===== config.mk =====
export PLATFORM = sky130hd
export DESIGN_NAME = hm2_avalon_bus_bridge_flat
export DESIGN_NICKNAME = d
export VERILOG_FILES = /design/src/rtl/hm2_avalon_bus_bridge_if.sv /design/src/rtl/hm2_avalon_bus_bridge.sv /design/src/flat_wrapper.sv
export SDC_FILE = /design/constraint.sdc
export NUM_CORES = 1
export LEC_CHECK = 0
export CAP_MARGIN = 0
export CORE_UTILIZATION = 30
export DETAILED_ROUTE_END_ITERATION = 7
export PLACE_DENSITY = 0.58
export SLEW_MARGIN = 15
export SYNTH_ARGS = -nofsm -noshare
export SYNTH_HDL_FRONTEND = slang
export SYNTH_SLANG_ARGS = --single-unit

===== constraint.sdc =====
create_clock -name reg_clk -period 4.35 [get_ports reg_clk]
set_input_delay 0.87 -clock reg_clk [delete_from_list [all_inputs] [get_ports reg_clk]]
set_output_delay 0.87 -clock reg_clk [all_outputs]
set_load 0.05 [all_outputs]

===== src/rtl/hm2_avalon_bus_bridge_if.sv =====
// Avalon-MM slave port plus strobe-style register bus seen by the HostMot2 bridge.
// The slave modport is the bridge side; the master modport is the HPS/decoder side.
interface hm2_avalon_bus_bridge_if #(
  parameter int AddrWidth = 16,
  parameter int BusWidth  = 32
);
  logic [AddrWidth-3:0] avs_address;
  logic                 avs_write;
  logic                 avs_read;
  logic [BusWidth-1:0]  avs_writedata;
  logic [BusWidth-1:0]  avs_readdata;
  logic                 avs_waitrequest;
  logic [BusWidth-1:0]  busdata_out;
  logic [AddrWidth-3:0] busaddress;
  logic [BusWidth-1:0]  busdata_in;
  logic                 write_reg;
  logic                 read_reg;

  modport slave (
    input  avs_address, avs_write, avs_read, avs_writedata, busdata_out,
    output avs_readdata, avs_waitrequest, busaddress, busdata_in, write_reg, read_reg
  );

  modport master (
    output avs_address, avs_write, avs_read, avs_writedata, busdata_out,
    input  avs_readdata, avs_waitrequest, busaddress, busdata_in, write_reg, read_reg
  );
endinterface


===== src/rtl/hm2_avalon_bus_bridge.sv =====
// Avalon-MM to HostMot2 strobe-bus bridge with fixed read latency and write hold time.
// Define HM2_BRIDGE_POSTED_WRITE_EN to acknowledge writes in the accept cycle.
module hm2_avalon_bus_bridge #(
  parameter int AddrWidth   = 16,
  parameter int BusWidth    = 32,
  parameter int ReadLatency = 4,
  parameter int WriteHold   = 3
) (
  input logic                   reg_clk,
  input logic                   reset_reg,
  hm2_avalon_bus_bridge_if.slave bus
);

  if (ReadLatency < 1 || ReadLatency > 15) begin : g_bad_read_latency
    $error("hm2_avalon_bus_bridge: ReadLatency must be within 1..15");
  end
  if (WriteHold < 1 || WriteHold > 15) begin : g_bad_write_hold
    $error("hm2_avalon_bus_bridge: WriteHold must be within 1..15");
  end

  typedef enum logic [2:0] {
    ST_IDLE,
    ST_WSTROBE,
    ST_WHOLD,
    ST_RSTROBE,
    ST_RWAIT,
    ST_ACK
  } state_e;

  localparam logic [3:0] ReadLoad  = 4'(ReadLatency - 1);
  localparam logic [3:0] WriteLoad = 4'(WriteHold - 1);

  state_e               state_q, state_d;
  logic [3:0]           cnt_q, cnt_d;
  logic [AddrWidth-3:0] busaddress_q, busaddress_d;
  logic [BusWidth-1:0]  busdata_in_q, busdata_in_d;
  logic [BusWidth-1:0]  avs_readdata_q, avs_readdata_d;
  logic                 write_reg_q, write_reg_d;
  logic                 read_reg_q, read_reg_d;
  logic                 req;

  always_comb begin
    // NOTE: every always_comb output gets a default first so no path can infer a latch.
    state_d        = state_q;
    cnt_d          = cnt_q;
    busaddress_d   = busaddress_q;
    busdata_in_d   = busdata_in_q;
    avs_readdata_d = avs_readdata_q;

    unique case (state_q)
      ST_IDLE: begin
        if (bus.avs_write) begin
          busaddress_d = bus.avs_address;
          busdata_in_d = bus.avs_writedata;
          state_d      = ST_WSTROBE;
        end else if (bus.avs_read) begin
          busaddress_d = bus.avs_address;
          state_d      = ST_RSTROBE;
        end
      end
      ST_WSTROBE: begin
        cnt_d   = WriteLoad;
        state_d = ST_WHOLD;
      end
      ST_WHOLD: begin
        if (cnt_q == 4'd0) begin
`ifdef HM2_BRIDGE_POSTED_WRITE_EN
          state_d = ST_IDLE;
`else
          state_d = ST_ACK;
`endif
        end else begin
          cnt_d = cnt_q - 4'd1;
        end
      end
      ST_RSTROBE: begin
        cnt_d   = ReadLoad;
        state_d = ST_RWAIT;
      end
      ST_RWAIT: begin
        if (cnt_q == 4'd0) begin
          avs_readdata_d = bus.busdata_out;
          state_d        = ST_ACK;
        end else begin
          cnt_d = cnt_q - 4'd1;
        end
      end
      ST_ACK:  state_d = ST_IDLE;
      default: state_d = ST_IDLE;
    endcase

    // Strobes are decoded from the next state so they come straight out of flops.
    write_reg_d = (state_d == ST_WSTROBE);
    read_reg_d  = (state_d == ST_RSTROBE);
  end

  // NOTE: sequential state uses non-blocking assignments so every flop samples pre-edge values.
  always_ff @(posedge reg_clk or posedge reset_reg) begin
    if (reset_reg) begin
      state_q        <= ST_IDLE;
      cnt_q          <= 4'd0;
      busaddress_q   <= '0;
      busdata_in_q   <= '0;
      avs_readdata_q <= '0;
      write_reg_q    <= 1'b0;
      read_reg_q     <= 1'b0;
    end else begin
      state_q        <= state_d;
      cnt_q          <= cnt_d;
      busaddress_q   <= busaddress_d;
      busdata_in_q   <= busdata_in_d;
      avs_readdata_q <= avs_readdata_d;
      write_reg_q    <= write_reg_d;
      read_reg_q     <= read_reg_d;
    end
  end

  assign req = bus.avs_read | bus.avs_write;

`ifdef HM2_BRIDGE_POSTED_WRITE_EN
  // A write presented in IDLE is taken immediately; the hold sequence runs behind it.
  assign bus.avs_waitrequest = reset_reg |
                               (req & (state_q != ST_ACK) &
                                ~((state_q == ST_IDLE) & bus.avs_write));
`else
  assign bus.avs_waitrequest = reset_reg | (req & (state_q != ST_ACK));
`endif

  assign bus.busaddress   = busaddress_q;
  assign bus.busdata_in   = busdata_in_q;
  assign bus.avs_readdata = avs_readdata_q;
  assign bus.write_reg    = write_reg_q;
  assign bus.read_reg     = read_reg_q;

endmodule


===== src/flat_wrapper.sv =====
// flat-port wrapper written by rule: the top's interface ports become plain ports
module hm2_avalon_bus_bridge_flat 
#(
  parameter int AddrWidth   = 16,
  parameter int BusWidth    = 32,
  parameter int ReadLatency = 4,
  parameter int WriteHold   = 3
)
  (reg_clk, reset_reg, bus_avs_address, bus_avs_write, bus_avs_read, bus_avs_writedata, bus_busdata_out, bus_avs_readdata, bus_avs_waitrequest, bus_busaddress, bus_busdata_in, bus_write_reg, bus_read_reg);
  hm2_avalon_bus_bridge_if #(.AddrWidth(AddrWidth), .BusWidth(BusWidth)) bus_i ();
  input logic reg_clk;
  input logic reset_reg;
  input wire logic [$bits(bus_i.avs_address)-1:0] bus_avs_address;
  input wire logic [$bits(bus_i.avs_write)-1:0] bus_avs_write;
  input wire logic [$bits(bus_i.avs_read)-1:0] bus_avs_read;
  input wire logic [$bits(bus_i.avs_writedata)-1:0] bus_avs_writedata;
  input wire logic [$bits(bus_i.busdata_out)-1:0] bus_busdata_out;
  output wire logic [$bits(bus_i.avs_readdata)-1:0] bus_avs_readdata;
  output wire logic [$bits(bus_i.avs_waitrequest)-1:0] bus_avs_waitrequest;
  output wire logic [$bits(bus_i.busaddress)-1:0] bus_busaddress;
  output wire logic [$bits(bus_i.busdata_in)-1:0] bus_busdata_in;
  output wire logic [$bits(bus_i.write_reg)-1:0] bus_write_reg;
  output wire logic [$bits(bus_i.read_reg)-1:0] bus_read_reg;
  assign bus_i.avs_address = bus_avs_address;
  assign bus_i.avs_write = bus_avs_write;
  assign bus_i.avs_read = bus_avs_read;
  assign bus_i.avs_writedata = bus_avs_writedata;
  assign bus_i.busdata_out = bus_busdata_out;
  assign bus_avs_readdata = bus_i.avs_readdata;
  assign bus_avs_waitrequest = bus_i.avs_waitrequest;
  assign bus_busaddress = bus_i.busaddress;
  assign bus_busdata_in = bus_i.busdata_in;
  assign bus_write_reg = bus_i.write_reg;
  assign bus_read_reg = bus_i.read_reg;
  hm2_avalon_bus_bridge #(.AddrWidth(AddrWidth), .BusWidth(BusWidth), .ReadLatency(ReadLatency), .WriteHold(WriteHold)) u_core (.reg_clk(reg_clk), .reset_reg(reset_reg), .bus(bus_i));
endmodule

**Word-level counts from Yosys, hierarchy flattened**

Index checks and enable logic that the tools add are counted.

- Bits in registers: 87
- Bits in latches: 0
- RAM bits: 0
- Bits in read-only memories: 0
- Output and inout port bits: 81
- Word-level logic and storage cells: 36
- Memories: 0

- Add/subtract/negate cells: 1
- $mul: 0
- Div/mod/pow operators: 0
- Order comparisons: 0
- Eq/ne operators: 8
- Shift operators: 0
- Mux-type cells: 8
- Bitwise operators: 3
- Reductions and logical operators: 9

Operators by type and width:

| operator | count |
|---|---|
| two-way mux 14 bit | 2 |
| one-hot mux 3 bit (4 select lines) | 1 |
| one-hot mux 4 bit (3 select lines) | 1 |
| equality test 3 x 2 -> 1 bit (second input constant) | 3 |
| two-way mux 3 bit | 3 |
| AND reduction 2 bit | 4 |
| equality test 3 x 1 -> 1 bit (second input constant) | 2 |
| zero test 4 bit | 1 |
| two-way mux 4 bit | 1 |
| subtractor 4 x 1 -> 4 bit (second input constant) | 1 |
| equality test 3 bit (second input constant) | 1 |
| zero test 3 bit | 1 |
| inequality test 3 bit (second input constant) | 1 |
| nonzero test 3 bit | 1 |
| inequality test 2 bit (second input constant) | 1 |
| OR 1 bit | 2 |
| nonzero test 2 bit | 1 |
| OR reduction 2 bit | 1 |
| bitwise AND 1 bit | 1 |

**Logic depth before layout (Yosys ltp)**

- Depth in word-level cells: 4
- Depth in mapped cells: 6
- Gate-level depth less buffers: 6

**Worst setup path before layout**

Ideal clock, no wire load.

- Path kind: input port to output port
- From: input port reset_reg
- To: output port bus_avs_waitrequest
- Data arrival time: 3.684 ns
- Setup slack: -0.204 ns
- Stages: 2
- Cell sequence: inv_1 o21ai_1

- Longest elaborated chain between the ends: 1

RTL lines:

| what | RTL line | text |
|---|---|---|
| start, declared | flat_wrapper.sv:12 | `input logic reset_reg;` |
| OR 1 bit | hm2_avalon_bus_bridge.sv:126 | `assign bus.avs_waitrequest = reset_reg \| (req & (state_q != ST_ACK));` |
| end, declared | flat_wrapper.sv:19 | `output wire logic [$bits(bus_i.avs_waitrequest)-1:0] bus_avs_waitrequest;` |

No other way between the ends.

**Worst setup path after layout**

Same ends and word-level chain as after synthesis.

==> qor.txt <==
=================================================================================
Cell at the root of the clock tree .................................    clkbuf_16
Number of optimization iterations in the first detailed-route pass .            6
Final core utilization .............................................       48.75%
Number of cells in the finished layout apart from fillers ..........          539
Drt via density ....................................................        4.499
Most instantiated library cell after synthesis .....................      dfrtp_1
Required time at the endpoint of the critical path .................      3.48 ns
Number of ports placed on the die boundary .........................          163
Actual slew at the worst max-slew pin ..............................     1.117 ns
Die span in y ......................................................     111.7 um
First-pass GRT wire length .........................................     13.26 mm
Worst Setup Path Type .............................................. primary input to output pin
CTS H-Tree Depth ...................................................            3
Largest fanout on the critical path ................................           13
Longest Clk Path Bufs ..............................................            2
Global placer's final weighted congestion ..........................       0.7104
Highest ir drop seen on vdd ........................................  0.0003480 V
Number of gates resized after CTS ..................................            0
Max-slew headroom at the worst pin .................................       25.30%
Number of clock sinks ..............................................           87
DR WL/cell .........................................................     14.81 um
Post-route setup TNS ...............................................         0 ns
Overall die area ...................................................  12470 sq um
Min-Delay Path Class ............................................... flip-flop to flip-flop
Core footprint .....................................................  11560 sq um
Clock tree from TritonCTS ..........................................         done
Final wirelength ...................................................     7.984 mm
Final max-slew violation count .....................................            0
Number of buffers added for setup after CTS ........................            0
Startpoint class of the critical path .............................. primary input
Post-synthesis instance total ......................................          227
Final setup viols ..................................................            0
Layout cell share with drive strength beyond 1 .....................       13.38%
Effective utilization at floorplan .................................       31.21%
Detailed placer's ending HPWL ......................................     5.621 mm
Yosys cell types ...................................................           39
Pin count of the biggest net entering global routing ...............           77
Post-Syn Area ......................................................   3610 sq um
Sort of element at the end of the critical path ....................   output pin
Static leakage power ...............................................     2.434 nW
Share of the clock period used by the worst path ...................       66.77%
Signal arrival time at the worst endpoint ..........................      2.03 ns
Total Power Consumption ............................................     5.117 mW
Worst setup slack after placement ..................................     1.431 ns
Share of the synthesized area in the top cell type .................       60.31%
Overall overflow remaining after global route ......................            0
Filler Cell Count ..................................................         1060
Global-route total usage across every layer ........................       13.63%
Clock latency on the worst-skew pair ...............................      0.33 ns
Ant diodes .........................................................            0
Port Buffer Count ..................................................          162
Seq/Total Area, Yosys ..............................................       60.31%
Leading cell types by total area after synthesis ................... dfrtp_1 (60%), mux2_1 (15%), mux2_4 (12%)
Fmax ...............................................................    344.3 MHz
Post-route ant nets ................................................            0
Worst setup margin .................................................     1.445 ns
Hold Violations, Final .............................................            0
Number of CTS-inserted buffers .....................................            9
#FFs+latches synth .................................................           87
Post-synthesis cell type with the largest combined area ............      dfrtp_1
Count of synthesis-stage warnings from yosys .......................            0
Layout Nets ........................................................          475
Number of enable flip-flop cells after synthesis ...................            0
Syn avg cell area ..................................................  15.90 sq um
Number of antenna violations at the first check in global routing ..            0
Final min period ...................................................     2.905 ns
Max-cap violations .................................................            0
Failing checks ..................................................... design-rule violations
Via count of the first global-routing pass .........................         2562
Hold-fix buffers at CTS ............................................            0
Vias after detailed routing ........................................         2425
Number of rows created at floorplan ................................           39
Most used DFF post-synth ...........................................      dfrtp_1
Dpl cells ..........................................................          523
FFs w/ async S/R, synth ............................................       100.0%
Layout overhead on the synthesized area ............................       56.19%
Clk slew on worst S/H paths ........................................      0.07 ns
Horizontal die dimension ...........................................     111.7 um
Power per cell area ................................................ 907.6 nW/um^2
Post-route clock skew ..............................................   0.01134 ns
Most frequent cells after synthesis ................................ dfrtp_1 (87), mux2_1 (48), mux2_4 (30)
Result of the run .................................................. finished, violations left
Unrepaired setup endpoints after global routing ....................        false
Number of design rule violations left after detail routing .........           14
Synth Net Count ....................................................          311
Initial DRC count ..................................................           79
=================================================================================
==> path summary, 6_finish.rpt <==
| path | slack [ns] | to | start | cells past startpoint |
|---|---|---|---|---|
| setup / recovery | 1.45 | bus_avs_waitrequest | reset_reg | 4 |
| hold / removal | 0.48 | u_core.bus.busaddress[12] | u_core.bus.busaddress[12] | 1 |
| setup reg to reg | 1.83 | u_core.bus.avs_readdata[29] | u_core.state_q[2] | 3 |
| hold reg to reg | 0.48 | u_core.bus.busaddress[12] | u_core.bus.busaddress[12] | 1 |
| max in group asynchronous | 2.29 | u_core.bus.avs_readdata[27] | reset_reg | 3 |
| min in group asynchronous | 0.84 | u_core.bus.busdata_in[9] | reset_reg | 2 |
==> through the flow <==
stage	hold WS [ns]	cell area (sq um)
after global routing	0.4996	5638
after global placement	0.4667	5354
after CTS	0.4872	5638
after detailed placement	0.4737	5354
final	0.4834	5638
after floorplan	0.5482	3613
==> kinds of logic after synthesis <==
| group | Yosys count | share of synthesized area [%] |
|---|---|---|
| flops | 87 | 60.31 |
| mux | 78 | 27.45 |
| simple gates | 29 | 5.893 |
| compound gates | 15 | 2.981 |
| buf+inv | 15 | 2.426 |
| fa+ha+maj | 2 | 0.6931 |
| xor+xnor | 1 | 0.2427 |
==> critical path, cell delays in order <==
cell,delay (ns)
clkdlybuf4s50_1,0.51
clkinvlp_4,0.27
o21ai_1,0.17
buf_4,0.22
==> cell usage in the layout (no fill, tap or decap), types with 2 or more instances in the layout <==
cell type | netlist | routed
mux2_4 | 30 | 30
inv_1 | 4 | 3
ha_1 | 2 | 2
mux2_1 | 48 | 48
o21ai_1 | 2 | 2
o211ai_1 | 2 | 2
nor3_1 | 3 | 3
clkdlybuf4s50_1 | 0 | 161
buf_4 | 0 | 3
nand2b_1 | 3 | 3
a21oi_1 | 2 | 2
clkinvlp_4 | 0 | 3
clkbuf_16 | 0 | 9
a211oi_1 | 2 | 2
clkinv_4 | 0 | 2
dfrtp_1 | 87 | 87
nor2_1 | 7 | 7
==> layer usage <==
layer / vias to the layer above / part of all wire [%] / GRT usage [%]
met5: - / 0 / 0
met4: 0 / 1.7 / 5.766
met3: 10 / 7.0 / 3.593
met2: 93 / 47 / 21.49
met1: 1188 / 44 / 17.71
li1: 1134 / - / -
==> cell type report <==
class                   count  area [sq um]  area share, %
clock buffers              11         242.7          4.305
clock inverters             5         41.29         0.7324
inverters                   4         18.77         0.3329
multi-input cells         125          1345          23.86
flip-flops and latches     87          2177          38.62
well taps                 143         178.9          3.174
repair buffers            164          1634          28.98
==> where the power goes <==
group          internal (mW)  total [mW]  leakage [nW]  switching [mW]
clock                  0.407       0.717         0.132           0.311
sequential              1.22        1.48          1.03           0.264
combinational           1.12        2.92          1.27            1.80
Power figures use the tool's default switching activity.
